## src/rtl/ram_access_arbiter_pkg.sv

```systemverilog
// ---------------------------------------------------------------------------
// ram_access_arbiter_pkg
//   Shared memory-subsystem definitions: owner-state encoding of the RAM
//   access arbiter, requester index constants and the round-robin helper.
//   No ports (package).
// ---------------------------------------------------------------------------
package ram_access_arbiter_pkg;

  // Owner state machine encoding. 2'd3 is unused and decodes as OWN_NONE.
  localparam logic [1:0] OWN_NONE = 2'd0;
  localparam logic [1:0] OWN_A    = 2'd1;
  localparam logic [1:0] OWN_B    = 2'd2;

  // Requester indices, also used as the last_grant / return-tag values.
  localparam logic REQ_A = 1'b0;
  localparam logic REQ_B = 1'b1;

  // Under contention the requester that was not granted most recently wins.
  function automatic logic rr_winner(input logic last_grant);
    return (last_grant == REQ_B) ? REQ_A : REQ_B;
  endfunction

endpackage

```

## src/rtl/ram_access_arbiter.sv

```systemverilog
// ---------------------------------------------------------------------------
// ram_access_arbiter
//   Two-requester arbiter in front of a single-port RAM with 1-cycle read
//   latency. At most one access is issued per cycle; a requester can lock
//   ownership across several accesses (e.g. read-modify-write). Read data is
//   returned to the requester that issued the read, one cycle after its ack.
//
// Ports
//   clk, sync_reset            clock, synchronous active-high reset
//   a_*/b_* (inputs)           req, lock, addr, din, write_en (0 = read)
//   a_*/b_* (outputs)          ack (issued this cycle), rd_valid, dout
//   ram_addr/ram_din/ram_write_en   request to the RAM (combinational)
//   ram_dout                   RAM read data, valid the cycle after a read
// ---------------------------------------------------------------------------
module ram_access_arbiter
  import ram_access_arbiter_pkg::*;
#(
  parameter int ADDR_WIDTH = 14,
  parameter int DATA_WIDTH = 32
) (
  input  logic                      clk,
  input  logic                      sync_reset,

  input  logic                      a_req,
  input  logic                      a_lock,
  input  logic [ADDR_WIDTH-1:0]     a_addr,
  input  logic [DATA_WIDTH-1:0]     a_din,
  input  logic [DATA_WIDTH/8-1:0]   a_write_en,
  output logic                      a_ack,
  output logic                      a_rd_valid,
  output logic [DATA_WIDTH-1:0]     a_dout,

  input  logic                      b_req,
  input  logic                      b_lock,
  input  logic [ADDR_WIDTH-1:0]     b_addr,
  input  logic [DATA_WIDTH-1:0]     b_din,
  input  logic [DATA_WIDTH/8-1:0]   b_write_en,
  output logic                      b_ack,
  output logic                      b_rd_valid,
  output logic [DATA_WIDTH-1:0]     b_dout,

  output logic [ADDR_WIDTH-1:0]     ram_addr,
  output logic [DATA_WIDTH-1:0]     ram_din,
  output logic [DATA_WIDTH/8-1:0]   ram_write_en,
  input  logic [DATA_WIDTH-1:0]     ram_dout
);

  logic [1:0]              state;
  logic [1:0]              state_next;
  logic                    last_grant;
  logic                    tag_valid;   // a read was issued last cycle
  logic                    tag_who;     // which requester that read belongs to
  logic [DATA_WIDTH-1:0]   a_hold;
  logic [DATA_WIDTH-1:0]   b_hold;

  logic                    grant_valid;
  logic                    grant_who;
  logic [DATA_WIDTH/8-1:0] grant_we;
  logic                    grant_is_read;

  // Grant selection. Reset blocks every grant so nothing reaches the RAM.
  // NOTE: every signal assigned in always_comb gets a default first, so no
  // path through the block leaves it unassigned and no latch is inferred.
  always_comb begin
    grant_valid = 1'b0;
    grant_who   = REQ_A;
    if (!sync_reset) begin
      case (state)
        OWN_A: begin
          grant_valid = a_req;
          grant_who   = REQ_A;
        end
        OWN_B: begin
          grant_valid = b_req;
          grant_who   = REQ_B;
        end
        default: begin
          if (a_req && b_req) begin
            grant_valid = 1'b1;
            grant_who   = rr_winner(last_grant);
          end else if (a_req) begin
            grant_valid = 1'b1;
            grant_who   = REQ_A;
          end else if (b_req) begin
            grant_valid = 1'b1;
            grant_who   = REQ_B;
          end
        end
      endcase
    end
  end

  // Ownership: an owner keeps the RAM exactly as long as it holds lock,
  // whether or not it is accessing this cycle. From OWN_NONE only a locked
  // grant takes ownership.
  always_comb begin
    state_next = OWN_NONE;
    case (state)
      OWN_A:   state_next = a_lock ? OWN_A : OWN_NONE;
      OWN_B:   state_next = b_lock ? OWN_B : OWN_NONE;
      default: begin
        if (grant_valid && (grant_who == REQ_A) && a_lock) begin
          state_next = OWN_A;
        end else if (grant_valid && (grant_who == REQ_B) && b_lock) begin
          state_next = OWN_B;
        end
      end
    endcase
  end

  // RAM request mux; address and data are don't-care without a grant.
  assign grant_we      = (grant_who == REQ_B) ? b_write_en : a_write_en;
  assign ram_addr      = (grant_who == REQ_B) ? b_addr     : a_addr;
  assign ram_din       = (grant_who == REQ_B) ? b_din      : a_din;
  assign ram_write_en  = grant_valid ? grant_we : '0;
  assign grant_is_read = grant_valid && (grant_we == '0);

  assign a_ack = grant_valid && (grant_who == REQ_A);
  assign b_ack = grant_valid && (grant_who == REQ_B);

  // Read return: the tag set in the grant cycle routes ram_dout back one
  // cycle later. Reset in that cycle discards the pending return.
  assign a_rd_valid = tag_valid && (tag_who == REQ_A) && !sync_reset;
  assign b_rd_valid = tag_valid && (tag_who == REQ_B) && !sync_reset;

  assign a_dout = sync_reset ? '0 : (a_rd_valid ? ram_dout : a_hold);
  assign b_dout = sync_reset ? '0 : (b_rd_valid ? ram_dout : b_hold);

  // NOTE: state is updated with non-blocking assignments so every register
  // samples pre-edge values, independent of statement order.
  // NOTE: the dout hold registers are reset because their value is visible
  // on a_dout/b_dout right after reset; they are two words, not a memory.
  always_ff @(posedge clk) begin
    if (sync_reset) begin
      state      <= OWN_NONE;
      last_grant <= REQ_B;
      tag_valid  <= 1'b0;
      tag_who    <= REQ_A;
      a_hold     <= '0;
      b_hold     <= '0;
    end else begin
      state     <= state_next;
      tag_valid <= grant_is_read;
      if (grant_valid) begin
        last_grant <= grant_who;
      end
      if (grant_is_read) begin
        tag_who <= grant_who;
      end
      if (a_rd_valid) begin
        a_hold <= ram_dout;
      end
      if (b_rd_valid) begin
        b_hold <= ram_dout;
      end
    end
  end

endmodule

```

## config.mk

```make
export PLATFORM = sky130hd
export DESIGN_NAME = ram_access_arbiter
export DESIGN_NICKNAME = d
export VERILOG_FILES = /design/src/rtl/ram_access_arbiter_pkg.sv /design/src/rtl/ram_access_arbiter.sv
export SDC_FILE = /design/constraint.sdc
export NUM_CORES = 1
export LEC_CHECK = 0
export ABC_AREA = 1
export BUFFER_PORTS_ARGS = -buffer_cell sky130_fd_sc_hd__buf_2
export CORE_ASPECT_RATIO = 0.9
export CORE_MARGIN = 5
export CORE_UTILIZATION = 39
export DETAILED_ROUTE_END_ITERATION = 8
export GPL_TIMING_DRIVEN = 0
export PLACE_DENSITY = 0.8
export SLEW_MARGIN = 10
export SYNTH_ARGS = -nofsm -noshare
export SYNTH_HDL_FRONTEND = slang
export SYNTH_SLANG_ARGS = --single-unit
```

## constraint.sdc

```tcl
create_clock -name clk -period 2.3 [get_ports clk]
set_input_delay 0.345 -clock clk [delete_from_list [all_inputs] [get_ports clk]]
set_output_delay 0.345 -clock clk [all_outputs]
set_load 0.03 [all_outputs]
```

==> flow_summary.toml <==
[logic_synthesis]
ys.warnings.count = 0
synth_top_area_cell = "dfxtp_1"
synth_flop_cell = "dfxtp_1"
synth_edf_count = 0
yosysUniqueCellTypes = 24
yosysMostFrequentCell = "nand2_1"
synth_cells = 399
synth.net_count = 539
seq_area_frac_synth = 0.437
synth-async-reset-ratio = 0
syn_area_per_cell_sq_um = 7.93
ys_top_cells_by_count = "145 x nand2_1, 69 x dfxtp_1, 46 x mux2_2"
netlist_area_sq_um = 3160
synth-seq-cells = 69
synth_area_leaders = "dfxtp_1 44%, nand2_1 17%, mux2_2 16%"
synth_top_area_share = 0.437

[power_and_ir_drop]
pwr_density_cell_nw_per_um2 = 629
p_int_mw = 2.33
power.total_mw = 3.42
pwr-share-seq = 0.357
pwr-share-clk = 0.288
cellLeakagePower_nw = 2.86
switching_share = 0.319
p_sw_mw = 1.09
comb_power_share = 0.355
peakVddDrop_mv = 0.417

[clock_network]
cts.clk_slew.worst_paths_ns = 0.07
clk_path_buf_depth = 2
ctsRootBufferMaster = "clkbuf_8"
cts_sinks = 69
clk_latency_ns = 0.34
htreeDepth = 3
hold_buffers = 0
tritoncts = "built"
cts_made_buffers = 9

[routing]
drtIter0Drc = 165
routed_wl_um = 13200
drc_errors = 0
viasPerCell = 4.84
dr.pass1.iters = 4
vias = 3797
detail_route.wl_per_cell_um = 16.8
detail-route-antenna-nets = 0

[timing]
fmax_mhz = 420
holdWs_ns = 0.226
finalHoldViolCount = 0
setup_violations = 38
fin_skew_ns = 0.00756
slew_viol_final = 0
slew_headroom = 0.675
rsz0062_at_grt = "yes"
fin_setup_tns_ns = -2.07
final.setup.worst_slack_ns = -0.0792
min_period_ns = 2.38
worst-slew-pin-transition_ns = 0.487
period_share = 1.03

[critical_path]
critPathLaunchType = "register"
arrival_ns = 2.03
cp.required_ns = 1.96
cp-end-kind = "primary output"
path_class = "reg2out"
cp_max_fo = 6

[global_route]
grt_pass1_wl_um = 20200
grt_max_degree = 13
grt.total_usage = 0.254
grt_pass1_vias = 3964
grt_antenna_before_repair = 0
grt-ovfl-total = 0

[place]
gp_congestion = 0.924
numPortBuffers = 255
post-dp-hpwl_um = 10000

[die]
start_util = 0.396
die_h_um = 95.5
core-area_sq_um = 7990
die_x_um = 105
design.portCount = 256
die-area_sq_um = 10000
rows = 31

[run]
cap_violations = 0

[cells_and_area]
utilization = 0.680
area_delta_synth_final_pct = 71.8
drive_gt1_frac = 0.546
nets = 820
n_antenna_cell = 0

[status]
failed_checks = "negative setup slack"
outcome = "complete, but fails checks"

[hold_path]
worstHoldPathType = "in2reg"
==> final cells by class <==
cell class / instances / area [sq um]
timing repair buffer: 271 / 1830
inverter: 13 / 48.8
tap: 99 / 124
sequential: 69 / 1380
multi-input combinational: 293 / 1700
buffer: 23 / 143
fill: 679 / 2550
clock buffer: 11 / 141
clock inverter: 5 / 58.8
==> worst max-delay path, stage by stage (launching register included) <==
cell and delay (ns):
dfxtp_2 0.33, inv_2 0.04, ha_4 0.30, nor2_4 0.05
nor2_4 0.15, nand2_8 0.11, buf_12 0.15, buf_16 0.13
mux2_4 0.30, buf_6 0.14
==> layout by cell type, fill, tap and decap left out, types with 5 or more instances in the layout <==
master,count
inv_1,9
mux2_4,5
buf_12,5
o21ai_0,33
clkbuf_2,5
dfxtp_1,67
buf_2,206
nor2_4,6
nand2_2,7
buf_4,8
clkbuf_8,10
nand2_1,141
nand3_1,40
mux2_2,41
nor2_1,6
buf_6,54
buf_1,5
==> sequential cells by signal, indices dropped and copies added (netlist names) <==
register,flops
a_hold,32
b_hold,32
state,2
last_grant,1
tag_valid,1
tag_who,1
==> metal layers <==
metal	track usage	up-vias	part of all wire
li1	-	1862	-
met1	0.311	1760	0.41
met2	0.423	159	0.48
met3	0.104	16	0.095
met4	0.0554	0	0.011
met5	0	-	0
==> power groups by stage <==
stage / Combinational, mW / Sequential, mW / Clock (mW)
2_1_floorplan: 0.567 / 1.25 / 0
3_3_place_gp: 0.853 / 1.25 / 0
3_5_place_dp: 0.863 / 1.25 / 0
4_1_cts: 1.17 / 1.22 / 1.01
5_1_grt: 1.28 / 1.22 / 1.06
6_report: 1.21 / 1.22 / 0.986
==> worst paths after layout <==
check / slack, ns / to / cells past startpoint / startpoint
worst max-delay path: -0.08 / ram_din[17] / 9 / state[0]
worst min-delay path: 0.23 / b_hold[27] / 3 / ram_dout[27]
worst max register to register: 0.51 / tag_who / 14 / state[0]
worst min register to register: 0.47 / last_grant / 2 / last_grant
==> logic make-up (layout without fill, tap and decap cells) <==
| family | count (synthesis) | count (layout) | share of synthesized area |
|---|---|---|---|
| buf+inv | 38 | 323 | 0.0573 |
| mux | 46 | 46 | 0.164 |
| simple gates | 208 | 209 | 0.276 |
| flops | 69 | 69 | 0.437 |
| fa+ha+maj | 2 | 2 | 0.00791 |
| compound gates | 36 | 36 | 0.0585 |
==> per-stage QoR <==
stage / worst slack (ns) / instances / area (sq um)
2_1_floorplan: 0.285 / 399 / 3160
3_3_place_gp: 0.105 / 753 / 4560
3_5_place_dp: 0.0505 / 753 / 4560
4_1_cts: -0.113 / 783 / 5360
5_1_grt: -0.147 / 784 / 5440
6_report: -0.0792 / 784 / 5440
==> repair_timing <==
action,4_1_cts,5_1_grt
pin swaps,5,2
endpoints found under the setup margin,82,90
buffers inserted,9,5
resized for setup,126,37
gates cloned,5,0
Note: power is estimated with default switching activity, not from simulation.
